### config.mk
export PLATFORM = sky130hd
export DESIGN_NAME = key_bounce_gen_flat
export DESIGN_NICKNAME = d
export VERILOG_FILES = /design/src/rtl/key_bounce_gen_if.sv /design/src/rtl/key_bounce_gen.sv /design/src/flat_wrapper.sv
export SDC_FILE = /design/constraint.sdc
export NUM_CORES = 1
export LEC_CHECK = 0
export ABC_AREA = 1
export CAP_MARGIN = 25
export CORE_MARGIN = 2
export CORE_UTILIZATION = 45
export CTS_BUF_LIST = sky130_fd_sc_hd__clkbuf_8
export DETAILED_ROUTE_END_ITERATION = 10
export GPL_TIMING_DRIVEN = 1
export HOLD_SLACK_MARGIN = 0.1
export MAX_ROUTING_LAYER = met4
export PLACE_DENSITY = 0.71
export REMOVE_ABC_BUFFERS = 1
export SLEW_MARGIN = 10
export SYNTH_ARGS = -nofsm -noshare
export SYNTH_HDL_FRONTEND = slang
export SYNTH_SLANG_ARGS = --single-unit
### constraint.sdc
create_clock -name CLK -period 1.8 [get_ports CLK]
set_input_delay 0.45 -clock CLK [delete_from_list [all_inputs] [get_ports CLK]]
set_output_delay 0.45 -clock CLK [all_outputs]
set_load 0.01 [all_outputs]
### src/rtl/key_bounce_gen_if.sv
// Press-request / key-pin bundle between a stimulus controller and key_bounce_gen.
interface key_bounce_gen_if;
    logic Press_Req;
    logic Bounce_En;
    logic Pin_Out;
    logic Busy;
    logic Done;

    modport master (
        output Press_Req,
        output Bounce_En,
        input  Pin_Out,
        input  Busy,
        input  Done
    );

    modport slave (
        input  Press_Req,
        input  Bounce_En,
        output Pin_Out,
        output Busy,
        output Done
    );
endinterface

### src/rtl/key_bounce_gen.sv
// Emulated mechanical push-key: active-low pin with LFSR-timed bounce bursts on both edges.
// state   | meaning
// IDLE    | pin released (1), waiting for a press request
// PRESS_B | pin low with pseudo-random bounce toggles, BOUNCE_CYC cycles
// HOLD    | pin settled low, HOLD_CYC cycles
// REL_B   | pin high with pseudo-random bounce toggles, BOUNCE_CYC cycles
// DONE    | pin settled high, one-cycle completion pulse
module key_bounce_gen #(
    parameter int          BOUNCE_CYC     = 64,
    parameter int          HOLD_CYC       = 100,
    parameter int          BOUNCE_TOGGLES = 4,
    parameter logic [7:0]  GAP_MASK       = 8'h07,
    parameter logic [15:0] LFSR_SEED      = 16'hACE1
) (
    input  logic             CLK,
    input  logic             RST_n,
    key_bounce_gen_if.slave  bus
);

    typedef enum logic [2:0] {
        S_IDLE    = 3'd0,
        S_PRESS_B = 3'd1,
        S_HOLD    = 3'd2,
        S_REL_B   = 3'd3,
        S_DONE    = 3'd4
    } state_t;

    localparam int CNT_MAX = (BOUNCE_CYC > HOLD_CYC) ? BOUNCE_CYC : HOLD_CYC;
    localparam int CW      = $clog2(CNT_MAX + 1);
    localparam int GW      = 9;
    localparam int TW      = $clog2(BOUNCE_TOGGLES + 2);

    localparam logic [CW-1:0] C_PHASE_LAST = CW'(BOUNCE_CYC - 1);
    localparam logic [CW-1:0] C_HOLD_LAST  = CW'(HOLD_CYC - 1);
    localparam logic [TW-1:0] C_TOG_MAX    = TW'(BOUNCE_TOGGLES);

    state_t          r_state;
    logic            r_pin;
    logic            r_busy;
    logic            r_done;
    logic [15:0]     r_lfsr;
    logic [CW-1:0]   r_cnt;
    logic [GW-1:0]   r_gap;
    logic [TW-1:0]   r_tog;
    logic            r_en;

    state_t          w_state_nxt;
    logic            w_pin_nxt;
    logic [CW-1:0]   w_cnt_nxt;
    logic [GW-1:0]   w_gap_nxt;
    logic [TW-1:0]   w_tog_nxt;
    logic            w_en_nxt;
    logic            w_fb;
    logic [15:0]     w_lfsr_nxt;
    logic [GW-1:0]   w_gap_load;
    logic [GW-1:0]   w_gap_dec;
    logic            w_gap_hit;
    logic            w_tog_ok;

    // Fibonacci LFSR, taps 16,14,13,11; free-running in every state
    assign w_fb       = r_lfsr[15] ^ r_lfsr[13] ^ r_lfsr[12] ^ r_lfsr[10];
    assign w_lfsr_nxt = {r_lfsr[14:0], w_fb};

    assign w_gap_load = {1'b0, (r_lfsr[7:0] & GAP_MASK)} + 9'd1;
    assign w_gap_dec  = (r_gap != '0) ? (r_gap - 9'd1) : '0;
    assign w_gap_hit  = (r_gap == 9'd1);
    assign w_tog_ok   = r_en && (r_tog < C_TOG_MAX);

    always_ff @(posedge CLK or negedge RST_n) begin
        if (!RST_n) begin
            r_state <= S_IDLE;
            r_pin   <= 1'b1;
            r_busy  <= 1'b0;
            r_done  <= 1'b0;
            r_lfsr  <= LFSR_SEED;
            r_cnt   <= '0;
            r_gap   <= '0;
            r_tog   <= '0;
            r_en    <= 1'b0;
        end else begin
            r_state <= w_state_nxt;
            r_pin   <= w_pin_nxt;
            r_busy  <= (w_state_nxt != S_IDLE);
            r_done  <= (w_state_nxt == S_DONE);
            r_lfsr  <= w_lfsr_nxt;
            r_cnt   <= w_cnt_nxt;
            r_gap   <= w_gap_nxt;
            r_tog   <= w_tog_nxt;
            r_en    <= w_en_nxt;
        end
    end

    always_comb begin
        w_state_nxt = r_state;
        w_pin_nxt   = r_pin;
        w_cnt_nxt   = r_cnt;
        w_gap_nxt   = r_gap;
        w_tog_nxt   = r_tog;
        w_en_nxt    = r_en;

        case (r_state)
            S_IDLE: begin
                w_pin_nxt = 1'b1;
                if (bus.Press_Req) begin
                    w_state_nxt = S_PRESS_B;
                    w_pin_nxt   = 1'b0;
                    w_en_nxt    = bus.Bounce_En;
                    w_cnt_nxt   = '0;
                    w_tog_nxt   = '0;
                    w_gap_nxt   = w_gap_load;
                end
            end

            S_PRESS_B, S_REL_B: begin
                w_cnt_nxt = r_cnt + 1'b1;
                w_gap_nxt = w_gap_dec;
                if (r_cnt == C_PHASE_LAST) begin
                    // phase boundary overrides any pending toggle and fixes the pin level
                    w_cnt_nxt = '0;
                    if (r_state == S_PRESS_B) begin
                        w_state_nxt = S_HOLD;
                        w_pin_nxt   = 1'b0;
                    end else begin
                        w_state_nxt = S_DONE;
                        w_pin_nxt   = 1'b1;
                    end
                end else if (w_gap_hit && w_tog_ok) begin
                    w_pin_nxt = ~r_pin;
                    w_tog_nxt = r_tog + 1'b1;
                    w_gap_nxt = w_gap_load;
                end
            end

            S_HOLD: begin
                w_pin_nxt = 1'b0;
                w_cnt_nxt = r_cnt + 1'b1;
                if (r_cnt == C_HOLD_LAST) begin
                    w_state_nxt = S_REL_B;
                    w_pin_nxt   = 1'b1;
                    w_cnt_nxt   = '0;
                    w_tog_nxt   = '0;
                    w_gap_nxt   = w_gap_load;
                end
            end

            S_DONE: begin
                w_state_nxt = S_IDLE;
                w_pin_nxt   = 1'b1;
                w_cnt_nxt   = '0;
            end

            default: begin
                w_state_nxt = S_IDLE;
                w_pin_nxt   = 1'b1;
                w_cnt_nxt   = '0;
            end
        endcase
    end

    assign bus.Pin_Out = r_pin;
    assign bus.Busy    = r_busy;
    assign bus.Done    = r_done;

endmodule

### src/flat_wrapper.sv
// flat-port wrapper written by rule: the top's interface ports become plain ports
module key_bounce_gen_flat 
#(
    parameter int          BOUNCE_CYC     = 64,
    parameter int          HOLD_CYC       = 100,
    parameter int          BOUNCE_TOGGLES = 4,
    parameter logic [7:0]  GAP_MASK       = 8'h07,
    parameter logic [15:0] LFSR_SEED      = 16'hACE1
)
  (CLK, RST_n, bus_Press_Req, bus_Bounce_En, bus_Pin_Out, bus_Busy, bus_Done);
  key_bounce_gen_if bus_i ();
  input  logic CLK;
  input  logic RST_n;
  input wire logic [$bits(bus_i.Press_Req)-1:0] bus_Press_Req;
  input wire logic [$bits(bus_i.Bounce_En)-1:0] bus_Bounce_En;
  output wire logic [$bits(bus_i.Pin_Out)-1:0] bus_Pin_Out;
  output wire logic [$bits(bus_i.Busy)-1:0] bus_Busy;
  output wire logic [$bits(bus_i.Done)-1:0] bus_Done;
  assign bus_i.Press_Req = bus_Press_Req;
  assign bus_i.Bounce_En = bus_Bounce_En;
  assign bus_Pin_Out = bus_i.Pin_Out;
  assign bus_Busy = bus_i.Busy;
  assign bus_Done = bus_i.Done;
  key_bounce_gen #(.BOUNCE_CYC(BOUNCE_CYC), .HOLD_CYC(HOLD_CYC), .BOUNCE_TOGGLES(BOUNCE_TOGGLES), .GAP_MASK(GAP_MASK), .LFSR_SEED(LFSR_SEED)) u_core (.CLK(CLK), .RST_n(RST_n), .bus(bus_i));
endmodule
==> results.json <==
{
  "dp.cells": 281,
  "drt-total-wl_mm": 3.504,
  "tightest_slew_ns": 0.3571,
  "cts_buffer_depth": 2,
  "synth_edf_count": 0,
  "power.density_mw_per_mm2": 696.7,
  "final_common_cell": "nand2_1",
  "ys_seq_elements": 42,
  "rsz0062_at_grt": "false",
  "syn2layout_area_growth_pct": 12.98,
  "cts_buffers": 5,
  "num_antenna_cells": 0,
  "ys_warn_count": 0,
  "maxSlewHeadroom": 0.7601,
  "hp-class": "input pin to asynchronous set/reset pin",
  "grt_pass1_vias": 1332,
  "finalMaxSlewViolations": 0,
  "netlist_area_mm2": 0.002004,
  "fin_crit_ns": 1.681,
  "initial_core_util": 0.4635,
  "drive_gt1_frac": 0.1975,
  "ys_types": 28,
  "maxCapViolCount": 0,
  "die_height_um": 70.74,
  "dp.final_hpwl_mm": 2.514,
  "whs_ns": 0.1058,
  "grt_max_degree": 43,
  "cp_top_family": "simple AND/OR/NAND/NOR gates",
  "crit_slowest_cell": "dfrtp_1",
  "cts_sinks": 42,
  "clkLatencyLatePin_ns": 0.30,
  "setup_violations": 0,
  "cp-start-kind": "flop",
  "core_mm2": 0.004324,
  "die_w_um": 70.74,
  "end_kind": "flop",
  "root_buffer": "clkbuf_8",
  "layout_common_cells": "43 x nand2_1, 33 x dfrtp_1, 25 x inv_1, 24 x nand3_1, 14 x nor2_1",
  "remaining_drc_errors": 0,
  "layout.nets": 247,
  "port_buffers": 6,
  "rows": 24,
  "grt_overflow": 0,
  "cp_common_cell": "nand2_1",
  "p_leak_nw": 1.109,
  "gp_congestion": 0.9077,
  "required_ns": 1.99,
  "cts_max_level": 2,
  "ys_async_sr_fraction": 1.000,
  "fillers": 424,
  "first_pass_iters": 4,
  "fin_cells": 290,
  "ant_nets": 0,
  "cts_tree": "yes",
  "grt_usage": 0.1621,
  "crit_fanout": 4,
  "critical_path_arrival_ns": 1.87,
  "ys_seq_area_frac": 0.5300,
  "hold_viol": 0,
  "fin_crit_sh": 0.9341,
  "slowest_delay_ns": 0.39,
  "path_cells": "ha_2, nand3_2, nor2_2, nand4_1, buf_4, nand3_1, nand2_1, nand2_1, nand2_1",
  "cp.buffers_inverters": 1,
  "antenna_found_initial": 0,
  "clock_skew_ns": 0.005963,
  "multi_input_area_um2": 830.8,
  "final_area_mm2": 0.002265,
  "vdd_drop_max_mv": 0.4230,
  "critPathKind": "flop to flop",
  "die_area_mm2": 0.005004,
  "post-route-util": 0.5237,
  "fmax_mhz": 594.8,
  "syn-instance-count": 220,
  "seqCellArea_mm2": 0.001062,
  "postSynthAreaPerCell_um2": 9.111,
  "post_drt_wl_per_cell_um": 12.08,
  "synth_flop_cell": "dfrtp_1",
  "drt_iter0_markers": 115,
  "pin_count": 7,
  "hold_buffers": 0,
  "placed_area_mm2": 0.002156,
  "vias_per_cell": 4.931,
  "grt_pass1_wl_mm": 6.134,
  "cts.reportedPaths.clkPinSlew_ns": 0.08,
  "tns_ns": 0,
  "status": "complete, no violations",
  "vias": 1430
}
-- per-layer routing --
| layer | global-route usage | vias to the layer above | part of all wire |
|---|---|---|---|
| met3 | 0.03846 | 8 | 0.027 |
| met4 | 0.07547 | 0 | 0.021 |
| met5 | - | - | 0 |
| met1 | 0.2055 | 668 | 0.50 |
| met2 | 0.2461 | 15 | 0.45 |
| li1 | - | 739 | - |
-- worst reg2reg max path: cells and delay by family (launching register included) --
| kind | cells | cell delay [ns] |
|---|---|---|
| adders and majority gates | 1 | 0.24 |
| buffers and inverters | 1 | 0.20 |
| DFF | 1 | 0.39 |
| and+or+nand+nor | 7 | 0.73 |
-- per-stage QoR --
step           total power, W  setup WS, ns
6_report             0.001578        0.1186
5_1_grt              0.001655       0.01279
4_1_cts              0.001601       0.06739
3_5_place_dp        0.0009954     0.0009724
3_3_place_gp        0.0009955       0.05884
2_1_floorplan       0.0009650        0.3444
-- report_power, final --
group          internal (W)  switching, W   total, W
Sequential         0.000945   0.000000982   0.000946
Combinational    0.00000977     0.0000199  0.0000297
Clock              0.000272      0.000330   0.000602
Total               0.00123      0.000351    0.00158
-- path summary, 6_finish.rpt --
kind	slack (ns)	end	from	depth (start not counted)
setup / recovery	0.12	u_core.r_gap[3]$_DFFE_PN0P_	u_core.r_cnt[0]$_DFFE_PN0P_	9
hold / removal	0.11	u_core.r_lfsr[12]$_DFF_PN0_	RST_n	2
setup reg to reg	0.12	u_core.r_gap[3]$_DFFE_PN0P_	u_core.r_cnt[0]$_DFFE_PN0P_	9
hold reg to reg	0.36	u_core.r_lfsr[5]$_DFF_PN1_	u_core.r_lfsr[4]$_DFF_PN0_	0
max in group asynchronous	1.43	u_core.bus.Pin_Out$_DFFE_PN1P_	RST_n	2
min in group CLK	0.36	u_core.r_lfsr[5]$_DFF_PN1_	u_core.r_lfsr[4]$_DFF_PN0_	0
-- synth_stat cells (all sizes together), types with 2 or more instances --
cell,n,area share
nand2,48,0.099
dfrtp,33,0.41
inv,30,0.056
nand3,27,0.072
nor2,22,0.059
o21ai,13,0.032
dfstp,9,0.12
nor3,9,0.022
ha,6,0.037
xnor2,5,0.022
xor2,5,0.022
a21oi,4,0.012
nand4,2,0.0062
-- cells by family (layout without fill, tap and decap cells) --
| logic type | Yosys count | in the layout | share of synthesized area |
|---|---|---|---|
| fa+ha+maj | 6 | 6 | 0.03745 |
| compound gates | 23 | 23 | 0.06867 |
| flops | 42 | 42 | 0.5300 |
| simple gates | 108 | 108 | 0.2584 |
| xor+xnor | 10 | 10 | 0.04369 |
| buf+inv | 31 | 49 | 0.06180 |
-- final cells by class --
type,count,share of cell area
clock buffers,5,0.03039
well taps,52,0.02873
multi-input cells,147,0.3669
repair buffers,11,0.04586
flip-flops and latches,42,0.4691
inverters,30,0.04972
clock inverters,3,0.009392
-- registers in the layout, summed over array words and instances, names as in the netlist --
signal / cells
u_core.bus.Pin_Out: 1
u_core.r_state: 3
u_core.r_tog: 3
u_core.r_lfsr: 16
u_core.r_cnt: 7
u_core.bus.Done: 1
u_core.r_en: 1
u_core.bus.Busy: 1
u_core.r_gap: 9
-- timing repair --
action | CTS | global route
pin swaps | 0 | 1
resized for setup | 1 | 3
endpoints found under the setup margin | 1 | 15
buffers inserted | 0 | 1
Power figures use the tool's default switching activity.
